$ cat src/rtl/logic16_rr_arbiter.sv
// Round-robin arbiter that shares one bitwise logic unit (AND / MUX / NAND) among N_REQ requesters.
// Each grant latches that requester's result and returns it through a valid/ready handshake, tagged with the requester ID.
module logic16_rr_arbiter #(
    parameter int unsigned N_REQ = 4,
    parameter int unsigned WIDTH = 16,
    parameter int unsigned ID_W  = 2
) (
    input  logic                   clk,
    input  logic                   rst_n,
    input  logic [N_REQ-1:0]       req,
    input  logic [N_REQ*WIDTH-1:0] op_a,
    input  logic [N_REQ*WIDTH-1:0] op_b,
    input  logic [N_REQ*2-1:0]     op_code,
    output logic [N_REQ-1:0]       gnt,
    output logic                   out_valid,
    input  logic                   out_ready,
    output logic [WIDTH-1:0]       out_data,
    output logic [ID_W-1:0]        out_id,
    output logic                   busy
);

    typedef enum logic [1:0] {IDLE, ISSUE, RESULT} state_t;

    state_t          state, state_next;
    logic [ID_W-1:0] ptr, ptr_next;
    logic [ID_W-1:0] winner, winner_next;
    logic [ID_W-1:0] pick, pick_hi, pick_lo;
    logic            found_hi, found_lo;
    logic [WIDTH-1:0] data_next;
    logic [ID_W-1:0] id_next;
    logic [WIDTH-1:0] sel_a, sel_b, result;
    logic [1:0]      sel_op;
    logic            win_req;

    // Round-robin search: lowest requester at or above ptr, else lowest overall (wrap).
    always_comb begin
        found_hi = 1'b0;
        found_lo = 1'b0;
        pick_hi  = '0;
        pick_lo  = '0;
        for (int i = 0; i < N_REQ; i++) begin
            if (!found_hi && req[i] && (ID_W'(i) >= ptr)) begin
                found_hi = 1'b1;
                pick_hi  = ID_W'(i);
            end
            if (!found_lo && req[i]) begin
                found_lo = 1'b1;
                pick_lo  = ID_W'(i);
            end
        end
        pick = found_hi ? pick_hi : pick_lo;
    end

    // Operand mux for the registered winner, plus the grant pulse.
    always_comb begin
        sel_a   = '0;
        sel_b   = '0;
        sel_op  = '0;
        win_req = 1'b0;
        gnt     = '0;
        for (int i = 0; i < N_REQ; i++) begin
            if (winner == ID_W'(i)) begin
                sel_a   = op_a[i*WIDTH +: WIDTH];
                sel_b   = op_b[i*WIDTH +: WIDTH];
                sel_op  = op_code[i*2 +: 2];
                win_req = req[i];
            end
            gnt[i] = (state == ISSUE) && (winner == ID_W'(i)) && req[i];
        end
    end

    // Shared bitwise logic unit.
    always_comb begin
        result = '0;
        case (sel_op)
            2'b00:   result = sel_a & sel_b;
            2'b01:   result = sel_a;
            2'b10:   result = sel_b;
            default: result = ~(sel_a & sel_b);
        endcase
    end

    always_comb begin
        state_next  = state;
        winner_next = winner;
        ptr_next    = ptr;
        data_next   = out_data;
        id_next     = out_id;
        case (state)
            IDLE: begin
                if (|req) begin
                    winner_next = pick;
                    state_next  = ISSUE;
                end
            end
            ISSUE: begin
                if (win_req) begin
                    data_next  = result;
                    id_next    = winner;
                    ptr_next   = (winner == ID_W'(N_REQ - 1)) ? '0 : winner + ID_W'(1);
                    state_next = RESULT;
                end else begin
                    state_next = IDLE;
                end
            end
            RESULT: begin
                if (out_ready) state_next = IDLE;
            end
            default: state_next = IDLE;
        endcase
    end

    always_ff @(posedge clk or negedge rst_n) begin
        if (!rst_n) begin
            state    <= IDLE;
            ptr      <= '0;
            winner   <= '0;
            out_data <= '0;
            out_id   <= '0;
        end else begin
            state    <= state_next;
            ptr      <= ptr_next;
            winner   <= winner_next;
            out_data <= data_next;
            out_id   <= id_next;
        end
    end

    assign out_valid = (state == RESULT);
    assign busy      = (state != IDLE);

endmodule

$ cat config.mk
export PLATFORM = sky130hd
export DESIGN_NAME = logic16_rr_arbiter
export DESIGN_NICKNAME = d
export VERILOG_FILES = /design/src/rtl/logic16_rr_arbiter.sv
export SDC_FILE = /design/constraint.sdc
export NUM_CORES = 1
export LEC_CHECK = 0
export CAP_MARGIN = 20
export CORE_MARGIN = 4
export CORE_UTILIZATION = 34
export CTS_CLUSTER_SIZE = 40
export DETAILED_ROUTE_END_ITERATION = 8
export PLACE_DENSITY = 0.85
export SYNTH_ARGS = -nofsm -noshare
export SYNTH_HDL_FRONTEND = slang
export SYNTH_SLANG_ARGS = --single-unit
$ cat constraint.sdc
create_clock -name clk -period 2.6 [get_ports clk]
set_input_delay 0.26 -clock clk [delete_from_list [all_inputs] [get_ports clk]]
set_output_delay 0.26 -clock clk [all_outputs]
set_load 0.1 [all_outputs]
==> results.toml, run 1 <==
[detailed_routing]
remaining_drc_errors = 0
routed_wl_um = 9391
routed-via-count = 2790
viasPerCell = 6.026
antenna_left = 0
first_pass_iters = 4
wire_per_inst_um = 20.28
drtIter0Drc = 239

[yosys]
synthAdderAreaFrac_pct = 2.330
ys_top_cells_by_area = "dfrtp_1, a221o_1, o221ai_1, a22o_1, o31ai_1"
synth_ff_type = "dfrtp_1"
syn_area_per_cell_um2 = 9.181
yosysUniqueCellTypes = 33
yosysWarnings = 0
synth_edf_count = 0
syn_area_um2 = 2148
syn_nets = 381
synth.top_cell.area_share_pct = 27.96
syn-instance-count = 234
yosys.area_share.xor_xnor_pct = 0
synth_seq_cells = 24
synth_top_family_by_area = "compound AO/OA/AOI/OAI gates"
synth_compound_area_share_pct = 47.52
synth_top_area_cell = "dfrtp_1"
ys_seq_area_share_pct = 27.96
async_flop_share_pct = 100.0
synthSimpleGateAreaFrac_pct = 12.52
muxShareOfSynthArea_pct = 0.9901

[floorplanning]
ios = 167
initial_utilization_pct = 35.65
die_y_um = 87.49
dieArea_um2 = 7655
die_w_um = 87.49
core_area_um2 = 6026
num_rows = 28

[cells_and_area]
syn_to_final_growth_pct = 80.61
drive_gt1_share_pct = 12.63
final_cell_count_no_fill = 463
diodes = 0
num-fill-cells = 541
nets = 536

[placed_design]
io_buffer_count = 166
numPlacedInstances = 459
dp_hpwl_um = 7674
gp_congestion = 0.8378

[clock_tree]
max-clock-path-buffers = 2
cts_tree = "yes"
cts_buffers = 3
clk_pin_slew_ns = 0.08
clock-sinks = 24
clock_latency_ns = 0.26
post_cts_buffers = 0
root_buffer = "clkbuf_8"
htree_levels = 1
postCtsHoldBufs = 0
cts-resized-gates = 0

[setup_path]
reg2reg_slack_ns = 0.22
crit_fanout = 29
critical-path-top-delay-family = "simple AND/OR/NAND/NOR gates"
worstPathArrival_ns = 2.53
setup.worst_path.class = "flip-flop to flip-flop"
r2r_start = "winner[0]$_DFFE_PN0P_"
worstPathRequired_ns = 2.74
start_kind = "flip-flop"
reg2reg_depth = 8
critical_path.endpoint_type = "flip-flop"
path_buf_inv = 2
slowest_stage = "dfrtp_1"
slowest_delay_ns = 0.42
path_cells = "inv_1, ha_1, or2_1, buf_4, a221o_1, o221ai_1, nor4_1, o31ai_2"
rr_endpoint = "out_data[11]$_DFFE_PN0N_"

[run]
cap_violations = 0

[min_path]
worstHoldPathType = "input port to asynchronous set/reset pin"

[sta]
worstMarginPinSlew_ns = 0.4558
setup_violations = 0
drv_slew = 0
fmax_mhz = 419.5
rsz0062_at_grt = "false"
finalCritPeriodShare_pct = 91.67
fin_setup_tns_ns = 0
final-hold-violation-count = 0
fin_crit_ns = 2.384
slew_headroom_pct = 69.61
holdWs_ns = 0.3451
fin_worst_skew_ns = 0.002000

[grt]
grt_pass1_wl_um = 14210
grt_usage_pct = 23.51
overflow = 0
grt_pass1_vias = 2841
antenna_found_initial = 0
grt_start_max_net_pins = 34

[pwr]
p_leak_uw = 0.001537
power_density_nw_per_um2 = 1342
vdd_drop_max_mv = 1.128

[run_status]
outcome = "finished clean"
## Yosys cell counts (2+ instances only)
library cell / instances
a21oi_1: 3
a221o_1: 33
a22o_1: 16
and2_1: 2
and3_1: 3
buf_2: 17
buf_6: 4
clkbuf_1: 7
dfrtp_1: 24
ha_1: 4
inv_1: 7
nand2_1: 23
nand3b_1: 2
nor2b_1: 2
nor4_1: 16
o21ai_0: 7
o221ai_1: 32
o221ai_2: 2
o31ai_1: 14
o31ai_2: 3
## where the power goes
part,total (µW),switching (µW),internal [µW]
Clock,322,117,206
Sequential,672,128,544
Combinational,4210,2700,1510
## flip-flops by register name, indices dropped and copies added, names as in the netlist
name	flops
out_data	16
out_id	2
ptr	2
state	2
winner	2
## area by class of cell
| type | instances | area (µm²) | share of cell area, % |
|---|---|---|---|
| Clock buffer | 3 | 41.29 | 1.064 |
| Sequential cell | 24 | 600.6 | 15.48 |
| Inverter | 8 | 30.03 | 0.7739 |
| Multi-Input combinational cell | 174 | 1368 | 35.25 |
| Timing Repair Buffer | 178 | 1717 | 44.24 |
| Tap cell | 75 | 93.84 | 2.419 |
| Clock inverter | 1 | 30.03 | 0.7739 |
## cells in the final DEF (no fill, tap or decap), drive strengths merged, types with 2 or more instances in the layout
cell,synthesis,final
inv,8,8
o21ai,8,8
nand3b,2,2
a21oi,3,3
nor2b,2,2
clkdlybuf4s50,0,142
dfrtp,24,24
and2,2,2
o221ai,34,34
and3,3,3
a221o,33,33
ha,4,4
a22o,16,16
nand2,23,23
nor4,16,16
buf,21,36
o31ai,17,17
clkbuf,7,3
## kinds of logic (layout without fill, tap and decap cells)
kind of cell	after synthesis	after routing
buffers and inverters	36	190
adder cells (fa/ha/maj)	4	4
flip-flops	24	24
multiplexers	2	2
AND/OR/NAND/NOR	52	52
AO/OA/AOI/OAI	116	116
## per-layer routing
layer / vias up / track usage [%] / share of wire, %
met2: 134 / 39.93 / 51
met3: 20 / 2.176 / 6.5
met4: 0 / 8.787 / 2.8
met1: 1322 / 30.73 / 40
li1: 1314 / - / -
met5: - / 0 / 0
## worst max path at each step
stage	startpoint	endpoint	slack, ns	depth (start not counted)
floorplan	winner[1]$_DFFE_PN0P_	gnt[1]	0.54	5
global placement	winner[1]$_DFFE_PN0P_	out_data[0]$_DFFE_PN0N_	0.35	8
detailed placement	winner[1]$_DFFE_PN0P_	out_data[14]$_DFFE_PN0N_	0.29	8
CTS	winner[1]$_DFFE_PN0P_	out_data[3]$_DFFE_PN0N_	0.24	8
global route	winner[0]$_DFFE_PN0P_	out_data[11]$_DFFE_PN0N_	0.03	8
finish	winner[0]$_DFFE_PN0P_	out_data[11]$_DFFE_PN0N_	0.22	8
## per-stage QoR
step	setup slack [ns]	util, %	area (µm²)	total power (µW)
CTS	0.2368	64.39	3880	5209
global route	0.03034	64.39	3880	5534
detailed placement	0.2926	63.21	3809	4872
floorplan	0.5443	-	2148	3883
global placement	0.3458	63.21	3809	4766
finish	0.2165	64.39	3880	5205
(Power assumes the default switching activity.)
==> inputs of run 2 (changes only) <==
Settings changed: CORE_UTILIZATION 34 to 37, PLACE_DENSITY 0.85 to 0.91.
Clock period 2.6 ns to 2.8 ns, I/O delays scaled along.
==> run 2 against run 1 <==
Against the previous run:
- clock power is 39% lower
- non-clock buffer count unchanged
- worst setup slack improved by 0.17 ns
- via count rose by 3.2%
- largest power group unchanged
==> results.toml, run 2 (same netlist as run 1, synthesis figures left out) <==
[run_status]
outcome = "finished clean"

[cells_and_area]
num-fill-cells = 433
syn_to_final_growth_pct = 78.45
largest_register = "out_data"
largest_register_ffs = 16
drive_gt1_share_pct = 12.40
final_cell_count_no_fill = 459
nets = 536
post-route-util_pct = 68.78
most-common-layout-cells = "clkdlybuf4s50_1, buf_4, a221o_1, o221ai_1, dfrtp_1"
final_common_cell = "clkdlybuf4s50_1"
diodes = 0
fin_area_um2 = 3834

[clock_tree]
cts-resized-gates = 0
cts_tree = "yes"
max-clock-path-buffers = 2
post_cts_buffers = 0
clock-sinks = 24
clk_pin_slew_ns = 0.08
clock_latency_ns = 0.26
postCtsHoldBufs = 0
htree_levels = 1
root_buffer = "clkbuf_8"
cts_buffers = 3

[placed_design]
io_buffer_count = 166
place_area_um2 = 3792
dp_hpwl_um = 7917
gp_congestion = 0.8942
numPlacedInstances = 456

[setup_path]
reg2reg_depth = 9
startpoint = "winner[1]$_DFFE_PN0P_"
critical_path.endpoint_type = "flip-flop"
start_kind = "flip-flop"
crit_fanout = 32
reg2reg_slack_ns = 0.38
setup.worst_path.class = "flip-flop to flip-flop"
rr_endpoint = "out_data[12]$_DFFE_PN0N_"
worstPathArrival_ns = 2.55
worstPathRequired_ns = 2.94
r2r_start = "winner[1]$_DFFE_PN0P_"

[grt]
grt_pass1_vias = 2791
grt_start_max_net_pins = 37
grt_usage_pct = 25.06
antenna_found_initial = 0
overflow = 0
grt_pass1_wl_um = 14330

[pwr]
power_density_nw_per_um2 = 1229
p_sw_share_pct = 57.75
pwr-share-clk_pct = 4.2
p_leak_uw = 0.001520
intPower_uw = 1991
power.total_uw = 4713
seqPwrFrac_pct = 13.4
p_comb_share_pct = 82.4
p_switching_uw = 2722
vdd_drop_max_mv = 0.8686

[sta]
slew_headroom_pct = 73.75
fmax_mhz = 413.8
rsz0062_at_grt = "false"
fin_worst_skew_ns = 0.003267
fin_setup_tns_ns = 0
setup_violations = 0
drv_slew = 0
final-hold-violation-count = 0
worstMarginPinSlew_ns = 0.3887
fin_crit_ns = 2.417
finalCritPeriodShare_pct = 86.32

[detailed_routing]
wire_per_inst_um = 20.68
routed-via-count = 2880
routed_wl_um = 9492
wl_met1_um = 3803
highest_layer = "met4"
drtIter0Drc = 229
viasPerCell = 6.275
met3_length_um = 641
antenna_left = 0
remaining_drc_errors = 0
wl_met2_um = 4832
first_pass_iters = 5

[floorplanning]
dieArea_um2 = 7090
initial_utilization_pct = 38.54
ios = 167
die_y_um = 84.20
die_w_um = 84.20
core_area_um2 = 5574
num_rows = 27

[run]
cap_violations = 0

[min_path]
worstHoldPathType = "input port to asynchronous set/reset pin"
run 2: cell count changes in the layout (fill, tap and decap cells not counted):
cell       before  now
bufinv_16       1    0
buf_4          34   35
buf_12          2    1
run 2: worst max path at each step:
stage	to	slack, ns	cells after the start
2_1_floorplan	gnt[1]	0.72	5
3_3_place_gp	out_data[13]$_DFFE_PN0N_	0.58	9
3_5_place_dp	out_data[12]$_DFFE_PN0N_	0.42	9
4_1_cts	out_data[12]$_DFFE_PN0N_	0.41	9
5_1_grt	out_data[12]$_DFFE_PN0N_	0.22	8
6_report	out_data[12]$_DFFE_PN0N_	0.38	9
run 2: power groups by stage:
stage	clock, µW	sequential (µW)	combinational (µW)
2_1_floorplan	0	1390	2220
3_3_place_gp	0	624	3780
3_5_place_dp	0	638	3860
4_1_cts	199	630	3860
5_1_grt	217	652	4130
6_report	197	634	3880
run 2: routing by layer:
layer / GRT usage, % / vias to the layer above
met4: 5.409 / 0
met1: 32.11 / 1405
met5: 0 / -
li1: - / 1316
met3: 3.729 / 16
met2: 44.48 / 143
run 2: layout make-up:
| cell class | count | area (µm²) | share of cell area (%) |
|---|---|---|---|
| multi-input combinational | 174 | 1368 | 35.67 |
| sequential | 24 | 600.6 | 15.67 |
| clock buffer | 3 | 41.29 | 1.077 |
| tap | 72 | 90.09 | 2.350 |
| timing repair buffer | 178 | 1704 | 44.45 |
| inverter | 8 | 30.03 | 0.7833 |
run 2: worst max-delay path, cell delays in order (launching register included):
cell      delay (ns)
dfrtp_1         0.41
inv_1           0.13
ha_1            0.22
nor2b_2         0.19
buf_4           0.26
a221o_1         0.20
o221ai_2        0.08
buf_4           0.24
nor4_1          0.42
o31ai_1         0.14
run 2: per-stage QoR:
step                      hold slack [ns]  setup WS (ns)
after floorplan                  -0.01559         0.7243
after global placement             0.4620         0.5837
after detailed placement           0.4783         0.4210
after CTS                          0.3801         0.4140
after global routing               0.4003         0.2202
final                              0.3681         0.3832
